--- src/rtl/icache_refill_ctrl_if.sv ---
// ---------------------------------------------------------------------------
// icache_refill_ctrl_if
//
// Bus bundle between the refill controller, instruction memory and the
// instruction cache write port.
//
// Signals:
//   mem_req     controller -> memory   read request, held until completed
//   mem_addr    controller -> memory   word address of the request
//   mem_rvalid  memory -> controller   mem_rdata valid, completes the request
//   mem_rdata   memory -> controller   read data
//   cache_we    controller -> cache    write one data word (1-cycle pulse)
//   cache_waddr controller -> cache    word address for cache_we / tag_we
//   cache_wdata controller -> cache    data word for cache_we
//   tag_we      controller -> cache    write tag + set valid for line at
//                                      cache_waddr (1-cycle pulse)
//
// Handshake: mem_req is raised with a stable mem_addr and both stay unchanged
// until a cycle in which mem_rvalid=1; that cycle transfers mem_rdata and
// completes the request. The controller may present the next address (with
// mem_req still high) in the very next cycle. mem_rvalid while mem_req=0 is
// ignored. cache_we/tag_we are fire-and-forget single-cycle strobes.
// ---------------------------------------------------------------------------
interface icache_refill_ctrl_if #(
    parameter int ADDR_W = 16,
    parameter int DATA_W = 16
);
    logic              mem_req;
    logic [ADDR_W-1:0] mem_addr;
    logic              mem_rvalid;
    logic [DATA_W-1:0] mem_rdata;
    logic              cache_we;
    logic [ADDR_W-1:0] cache_waddr;
    logic [DATA_W-1:0] cache_wdata;
    logic              tag_we;

    // Controller side
    modport master (
        output mem_req,
        output mem_addr,
        input  mem_rvalid,
        input  mem_rdata,
        output cache_we,
        output cache_waddr,
        output cache_wdata,
        output tag_we
    );

    // Memory / cache side
    modport slave (
        input  mem_req,
        input  mem_addr,
        output mem_rvalid,
        output mem_rdata,
        input  cache_we,
        input  cache_waddr,
        input  cache_wdata,
        input  tag_we
    );
endinterface

--- src/rtl/icache_refill_ctrl.sv ---
// ---------------------------------------------------------------------------
// icache_refill_ctrl
//
// Instruction-cache miss/refill sequencer. On a fetch miss it stalls the PC,
// reads the whole line word-by-word (offset 0 upward) from instruction
// memory, writes each word into the cache, then writes the tag/valid entry
// and releases the stall. A refill cannot be aborted by a redirect; the new
// PC is evaluated once the controller is back in IDLE.
//
// Ports:
//   clk          system clock, rising edge
//   rst_n        synchronous active-low reset
//   fetch_valid  fetch stage presents a valid PC
//   fetch_pc     current PC (word address)
//   cache_hit    cache lookup result for fetch_pc
//   pc_stall     hold PC / fetch register (combinational)
//   refill_busy  controller is not in IDLE
//   miss_count   serviced misses, saturating at 0xFFFF
//   state_dbg    current FSM state encoding (IDLE=0, FILL=1, COMMIT=2)
//   bus          memory request / cache write bundle (master side)
// ---------------------------------------------------------------------------
module icache_refill_ctrl #(
    parameter int ADDR_W     = 16,
    parameter int DATA_W     = 16,
    parameter int LINE_WORDS = 4
) (
    input  logic                clk,
    input  logic                rst_n,
    input  logic                fetch_valid,
    input  logic [ADDR_W-1:0]   fetch_pc,
    input  logic                cache_hit,
    output logic                pc_stall,
    output logic                refill_busy,
    output logic [15:0]         miss_count,
    output logic [1:0]          state_dbg,
    icache_refill_ctrl_if.master bus
);
    localparam int OFF_W = $clog2(LINE_WORDS);
    localparam logic [OFF_W-1:0] LAST_OFF = OFF_W'(LINE_WORDS - 1);
    localparam logic [ADDR_W-1:0] OFF_MASK = ADDR_W'(LINE_WORDS - 1);

    typedef enum logic [1:0] {
        IDLE   = 2'd0,
        FILL   = 2'd1,
        COMMIT = 2'd2
    } state_e;

    state_e            state_q, state_d;
    logic [OFF_W-1:0]  cnt_q, cnt_d;
    logic [ADDR_W-1:0] base_q, base_d;
    logic [15:0]       miss_count_q, miss_count_d;
    logic              mem_req_q, mem_req_d;
    logic [ADDR_W-1:0] mem_addr_q, mem_addr_d;
    logic              cache_we_q, cache_we_d;
    logic [ADDR_W-1:0] cache_waddr_q, cache_waddr_d;
    logic [DATA_W-1:0] cache_wdata_q, cache_wdata_d;
    logic              tag_we_q, tag_we_d;

    logic [OFF_W-1:0]  cnt_inc;
    logic              miss;

    assign cnt_inc = cnt_q + OFF_W'(1);
    assign miss    = fetch_valid & ~cache_hit;

    always_comb begin
        state_d       = state_q;
        cnt_d         = cnt_q;
        base_d        = base_q;
        miss_count_d  = miss_count_q;
        mem_req_d     = mem_req_q;
        mem_addr_d    = mem_addr_q;
        cache_we_d    = 1'b0;
        cache_waddr_d = cache_waddr_q;
        cache_wdata_d = cache_wdata_q;
        tag_we_d      = 1'b0;

        case (state_q)
            IDLE: begin
                if (miss) begin
                    // Line base: PC with the word-offset bits cleared.
                    base_d     = fetch_pc & ~OFF_MASK;
                    cnt_d      = '0;
                    mem_req_d  = 1'b1;
                    mem_addr_d = fetch_pc & ~OFF_MASK;
                    state_d    = FILL;
                    if (miss_count_q != 16'hFFFF) begin
                        miss_count_d = miss_count_q + 16'd1;
                    end
                end
            end
            FILL: begin
                if (bus.mem_rvalid) begin
                    cache_we_d    = 1'b1;
                    cache_waddr_d = base_q | ADDR_W'(cnt_q);
                    cache_wdata_d = bus.mem_rdata;
                    // cnt wraps to 0 on the last word, ready for the next line.
                    cnt_d         = cnt_inc;
                    if (cnt_q == LAST_OFF) begin
                        mem_req_d = 1'b0;
                        state_d   = COMMIT;
                    end else begin
                        // Next word is requested back-to-back with no gap.
                        mem_addr_d = base_q | ADDR_W'(cnt_inc);
                    end
                end
            end
            COMMIT: begin
                // The last data word is being written this cycle, so the tag
                // strobe goes out one cycle later to keep them disjoint.
                tag_we_d      = 1'b1;
                cache_waddr_d = base_q;
                state_d       = IDLE;
            end
            default: begin
                state_d = IDLE;
            end
        endcase
    end

    always_ff @(posedge clk) begin
        if (!rst_n) begin
            state_q       <= IDLE;
            cnt_q         <= '0;
            base_q        <= '0;
            miss_count_q  <= '0;
            mem_req_q     <= 1'b0;
            mem_addr_q    <= '0;
            cache_we_q    <= 1'b0;
            cache_waddr_q <= '0;
            cache_wdata_q <= '0;
            tag_we_q      <= 1'b0;
        end else begin
            state_q       <= state_d;
            cnt_q         <= cnt_d;
            base_q        <= base_d;
            miss_count_q  <= miss_count_d;
            mem_req_q     <= mem_req_d;
            mem_addr_q    <= mem_addr_d;
            cache_we_q    <= cache_we_d;
            cache_waddr_q <= cache_waddr_d;
            cache_wdata_q <= cache_wdata_d;
            tag_we_q      <= tag_we_d;
        end
    end

    // Stall is combinational so a fresh miss freezes the PC in the same cycle.
    assign pc_stall        = rst_n & ((state_q != IDLE) | miss);
    assign refill_busy     = (state_q != IDLE);
    assign miss_count      = miss_count_q;
    assign state_dbg       = state_q;

    assign bus.mem_req     = mem_req_q;
    assign bus.mem_addr    = mem_addr_q;
    assign bus.cache_we    = cache_we_q;
    assign bus.cache_waddr = cache_waddr_q;
    assign bus.cache_wdata = cache_wdata_q;
    assign bus.tag_we      = tag_we_q;
endmodule
--- src/flat_wrapper.sv ---
// flat-port wrapper written by rule: the top's interface ports become plain ports
module icache_refill_ctrl_flat 
#(
    parameter int ADDR_W     = 16,
    parameter int DATA_W     = 16,
    parameter int LINE_WORDS = 4
)
  (clk, rst_n, fetch_valid, fetch_pc, cache_hit, pc_stall, refill_busy, miss_count, state_dbg, bus_mem_req, bus_mem_addr, bus_mem_rvalid, bus_mem_rdata, bus_cache_we, bus_cache_waddr, bus_cache_wdata, bus_tag_we);
  icache_refill_ctrl_if #(.ADDR_W(ADDR_W), .DATA_W(DATA_W)) bus_i ();
  input  logic clk;
  input  logic rst_n;
  input  logic fetch_valid;
  input  logic [ADDR_W-1:0] fetch_pc;
  input  logic cache_hit;
  output logic pc_stall;
  output logic refill_busy;
  output logic [15:0] miss_count;
  output logic [1:0] state_dbg;
  output wire logic [$bits(bus_i.mem_req)-1:0] bus_mem_req;
  output wire logic [$bits(bus_i.mem_addr)-1:0] bus_mem_addr;
  input wire logic [$bits(bus_i.mem_rvalid)-1:0] bus_mem_rvalid;
  input wire logic [$bits(bus_i.mem_rdata)-1:0] bus_mem_rdata;
  output wire logic [$bits(bus_i.cache_we)-1:0] bus_cache_we;
  output wire logic [$bits(bus_i.cache_waddr)-1:0] bus_cache_waddr;
  output wire logic [$bits(bus_i.cache_wdata)-1:0] bus_cache_wdata;
  output wire logic [$bits(bus_i.tag_we)-1:0] bus_tag_we;
  assign bus_mem_req = bus_i.mem_req;
  assign bus_mem_addr = bus_i.mem_addr;
  assign bus_i.mem_rvalid = bus_mem_rvalid;
  assign bus_i.mem_rdata = bus_mem_rdata;
  assign bus_cache_we = bus_i.cache_we;
  assign bus_cache_waddr = bus_i.cache_waddr;
  assign bus_cache_wdata = bus_i.cache_wdata;
  assign bus_tag_we = bus_i.tag_we;
  icache_refill_ctrl #(.ADDR_W(ADDR_W), .DATA_W(DATA_W), .LINE_WORDS(LINE_WORDS)) u_core (.clk(clk), .rst_n(rst_n), .fetch_valid(fetch_valid), .fetch_pc(fetch_pc), .cache_hit(cache_hit), .pc_stall(pc_stall), .refill_busy(refill_busy), .miss_count(miss_count), .state_dbg(state_dbg), .bus(bus_i));
endmodule
--- config.mk ---
export PLATFORM = sky130hd
export DESIGN_NAME = icache_refill_ctrl_flat
export DESIGN_NICKNAME = d
export VERILOG_FILES = /design/src/rtl/icache_refill_ctrl_if.sv /design/src/rtl/icache_refill_ctrl.sv /design/src/flat_wrapper.sv
export SDC_FILE = /design/constraint.sdc
export NUM_CORES = 1
export LEC_CHECK = 0
export CAP_MARGIN = 20
export CORE_UTILIZATION = 42
export CTS_BUF_LIST = sky130_fd_sc_hd__clkbuf_2 sky130_fd_sc_hd__clkbuf_4 sky130_fd_sc_hd__clkbuf_8
export CTS_CLUSTER_SIZE = 12
export DETAILED_ROUTE_END_ITERATION = 16
export HOLD_SLACK_MARGIN = 0.05
export PLACE_DENSITY = 0.85
export SLEW_MARGIN = 20
export SYNTH_ARGS = -nofsm -noshare
export SYNTH_HDL_FRONTEND = slang
export SYNTH_SLANG_ARGS = --single-unit
export TNS_END_PERCENT = 10
--- constraint.sdc ---
create_clock -name clk -period 3.5 [get_ports clk]
set_input_delay 1.05 -clock clk [delete_from_list [all_inputs] [get_ports clk]]
set_output_delay 1.05 -clock clk [all_outputs]
set_load 0.005 [all_outputs]
==> results.ini, run 1 <==
[status]
status = completed

[yosys]
yosysWarnings = 0
seq_area_frac_synth = 0.494
synth_cells = 412
synth_area_um2 = 3450
synth.top_cells.by_area = dfxtp_1, nand2_1, a21oi_1
syn_nets = 451
async_reset_ff_frac = 0
synthFlopType = dfxtp_1
synth_edf_count = 0
postSynthAreaPerCell_um2 = 8.36
synth_top_area_cell = dfxtp_1
ys_seq_elements = 85
synth.distinct_cells = 41
synth_top_area_frac = 0.494

[floorplanning]
dieArea_um2 = 8570
core-area_um2 = 7850
dieHeight_um = 92.6
die_w_um = 92.6
rows = 32
start_util = 0.439
num_io_pins = 108

[global_routing]
grt_pass1_vias = 3248
antenna_found_initial = 0
grt_max_degree = 82
grt_remaining_overflow = 0
grt_first_pass_wirelength_mm = 15.0
grt_usage = 0.222

[cts]
htree_levels = 3
post_cts_resized = 0
cts_tree = yes
clock-sinks = 85
clk_pin_slew_worst_paths_ns = 0.08
post_cts_buffers = 0
clockBufferDepth = 2
cts_inserted_buffers = 9
cts_hold_buffers = 0
root_buffer = clkbuf_8
clk_latency_ns = 0.36

[power]
cellPowerDensity_nw_per_um2 = 403
p_switching_w = 0.000525
irDropWorstVdd_mv = 0.228
combPwrFrac = 0.129
power_leakage_nw = 1.60
p_int_w = 0.00140
finalPower_w = 0.00192
power.share.clock = 0.338
p_seq_frac = 0.533
swShare = 0.273

[routing]
vias_per_cell = 5.26
dr_wl_met2_mm = 4.62
drt-initial-drc-count = 141
drtPass1Iterations = 4
vias = 3249
met1Wirelength_mm = 3.92
drc = 0
topRoutingLayerUsed = met4
dr_wl_met3_um = 485
wl_per_cell_um = 14.7
ant_nets = 0
drt_wl_total_mm = 9.11

[finish]
final_cell_mix = nand2_1, clkdlybuf4s50_1, dfxtp_1
antenna_cells = 0
fillCellCount = 709
drive_above_1_share = 0.0891
layout.cells.most_common = nand2_1
finalNonFillerCells = 618
synthToLayoutAreaGrowth_pct = 38.4
final_net_count = 550
final_area_um2 = 4770

[hold_path]
min_path_type = flip-flop to flip-flop
hold_depth = 2

[timing]
fmax_mhz = 299
min_period_ns = 3.35
drv_slew = 0
rsz0062_at_grt = no
setup_viol = 0
worst_slack_ns = 0.151
min_period_over_period = 0.957
fin_skew_ns = 0.0130
fin_setup_tns_ns = 0
worst_pin_slew_ns = 0.922
slew-limit-headroom = 0.385
hold_violations = 0

[setup_path]
reg2reg_depth = 4
worstSetupPathType = input pin to primary output
endpoint_kind = primary output
cp.required_ns = 2.45
worst_ep_arrival_time_ns = 2.30
cp_max_fo = 3
start_kind = input pin

[place]
hpwl_mm = 6.28
dp_cells = 602
pre_cts_ws_ns = 0.149
place.gp.congestion = 0.891
io_buffers = 105
placed_cell_area_um2 = 4590

[flow_run]
maxCapViolCount = 0

## power by group through the flow
stage / combinational (W) / clock [W] / sequential (W)
2_1_floorplan: 0.000122 / 0 / 0.00104
3_3_place_gp: 0.000242 / 0 / 0.00104
3_5_place_dp: 0.000250 / 0 / 0.00105
4_1_cts: 0.000251 / 0.000656 / 0.00102
5_1_grt: 0.000271 / 0.000700 / 0.00103
6_report: 0.000248 / 0.000650 / 0.00102
## cell families (layout without fill, tap and decap cells)
kind of cell,count (synthesis),after routing,synth area share
XOR/XNOR,1,1,0.00254
AO/OA/AOI/OAI,95,95,0.194
buffers and inverters,31,135,0.0418
multiplexers,5,5,0.0145
adder cells (fa/ha/maj),2,2,0.00726
AND/OR/NAND/NOR,193,193,0.246
flip-flops,85,85,0.494
## critical path, cell delays in order
cell and delay, ns:
clkdlybuf4s50_1 0.55, inv_1 0.06, a21oi_1 0.15, nor2_1 0.05, clkdlybuf4s50_1 0.44
## final timing paths
path / endpoint / startpoint / slack, ns
setup / recovery: pc_stall / cache_hit / 0.15
hold / removal: u_core.bus.cache_wdata[14]$_SDFFE_PN0P_ / u_core.bus.cache_wdata[14]$_SDFFE_PN0P_ / 0.46
setup reg to reg: u_core.miss_count[14]$_SDFFE_PN0P_ / u_core.state_dbg[0]$_SDFFE_PN0P_ / 1.55
hold reg to reg: u_core.bus.cache_wdata[14]$_SDFFE_PN0P_ / u_core.bus.cache_wdata[14]$_SDFFE_PN0P_ / 0.46
## stage by stage
| step | hold slack, ns | utilization |
|---|---|---|
| finish | 0.456 | 0.608 |
| global route | 0.474 | 0.608 |
| CTS | 0.460 | 0.608 |
| floorplan | 0.448 | - |
| detailed placement | 0.449 | 0.585 |
| global placement | 0.441 | 0.585 |
## state kept, by name, indices dropped and copies added, names as in the netlist
name / count
u_core.base_q: 14
u_core.bus.cache_waddr: 16
u_core.bus.cache_wdata: 16
u_core.bus.cache_we: 1
u_core.bus.mem_addr: 16
u_core.bus.mem_req: 1
u_core.bus.tag_we: 1
u_core.cnt_q: 2
u_core.miss_count: 16
u_core.state_dbg: 2
## layout make-up
| cell class | count | area [um2] | share of cell area |
|---|---|---|---|
| clock buffer | 9 | 124 | 0.0260 |
| sequential | 85 | 1700 | 0.357 |
| multi-input combinational | 296 | 1610 | 0.337 |
| timing repair buffer | 114 | 1130 | 0.237 |
| inverter | 5 | 18.8 | 0.00393 |
| tap | 102 | 128 | 0.0268 |
| clock inverter | 7 | 57.6 | 0.0121 |
## routing by layer
| metal | GRT usage | vias to the layer above |
|---|---|---|
| li1 | - | 1619 |
| met1 | 0.255 | 1547 |
| met2 | 0.393 | 77 |
| met3 | 0.0624 | 6 |
| met4 | 0.0768 | 0 |
| met5 | 0 | - |
## cells in the mapped netlist (3+ instances only)
cell type  number
o21ai_0         7
a21oi_1        61
nor2_1         22
nand2b_1        5
o31ai_1         3
or3_1           3
nand4_1         5
nor3_1          4
or4_1           3
nand3_1         9
clkbuf_1       16
dfxtp_1        85
inv_1           4
buf_2           4
a311oi_2       14
or2_2           3
nand2_1       127
mux2i_1         5
Power figures use the tool's default switching activity.
==> run 2: changes to the inputs <==
--- a/config.mk
+++ b/config.mk
@@ -8,6 +8,7 @@
 export CAP_MARGIN = 20
 export CORE_UTILIZATION = 42
 export CTS_BUF_LIST = sky130_fd_sc_hd__clkbuf_2 sky130_fd_sc_hd__clkbuf_4 sky130_fd_sc_hd__clkbuf_8
+export CTS_CLUSTER_DIAMETER = 80
 export CTS_CLUSTER_SIZE = 12
 export DETAILED_ROUTE_END_ITERATION = 16
 export HOLD_SLACK_MARGIN = 0.05
==> results of run 2 <==
Final layout, timing and power as in run 1 (identical DEF).
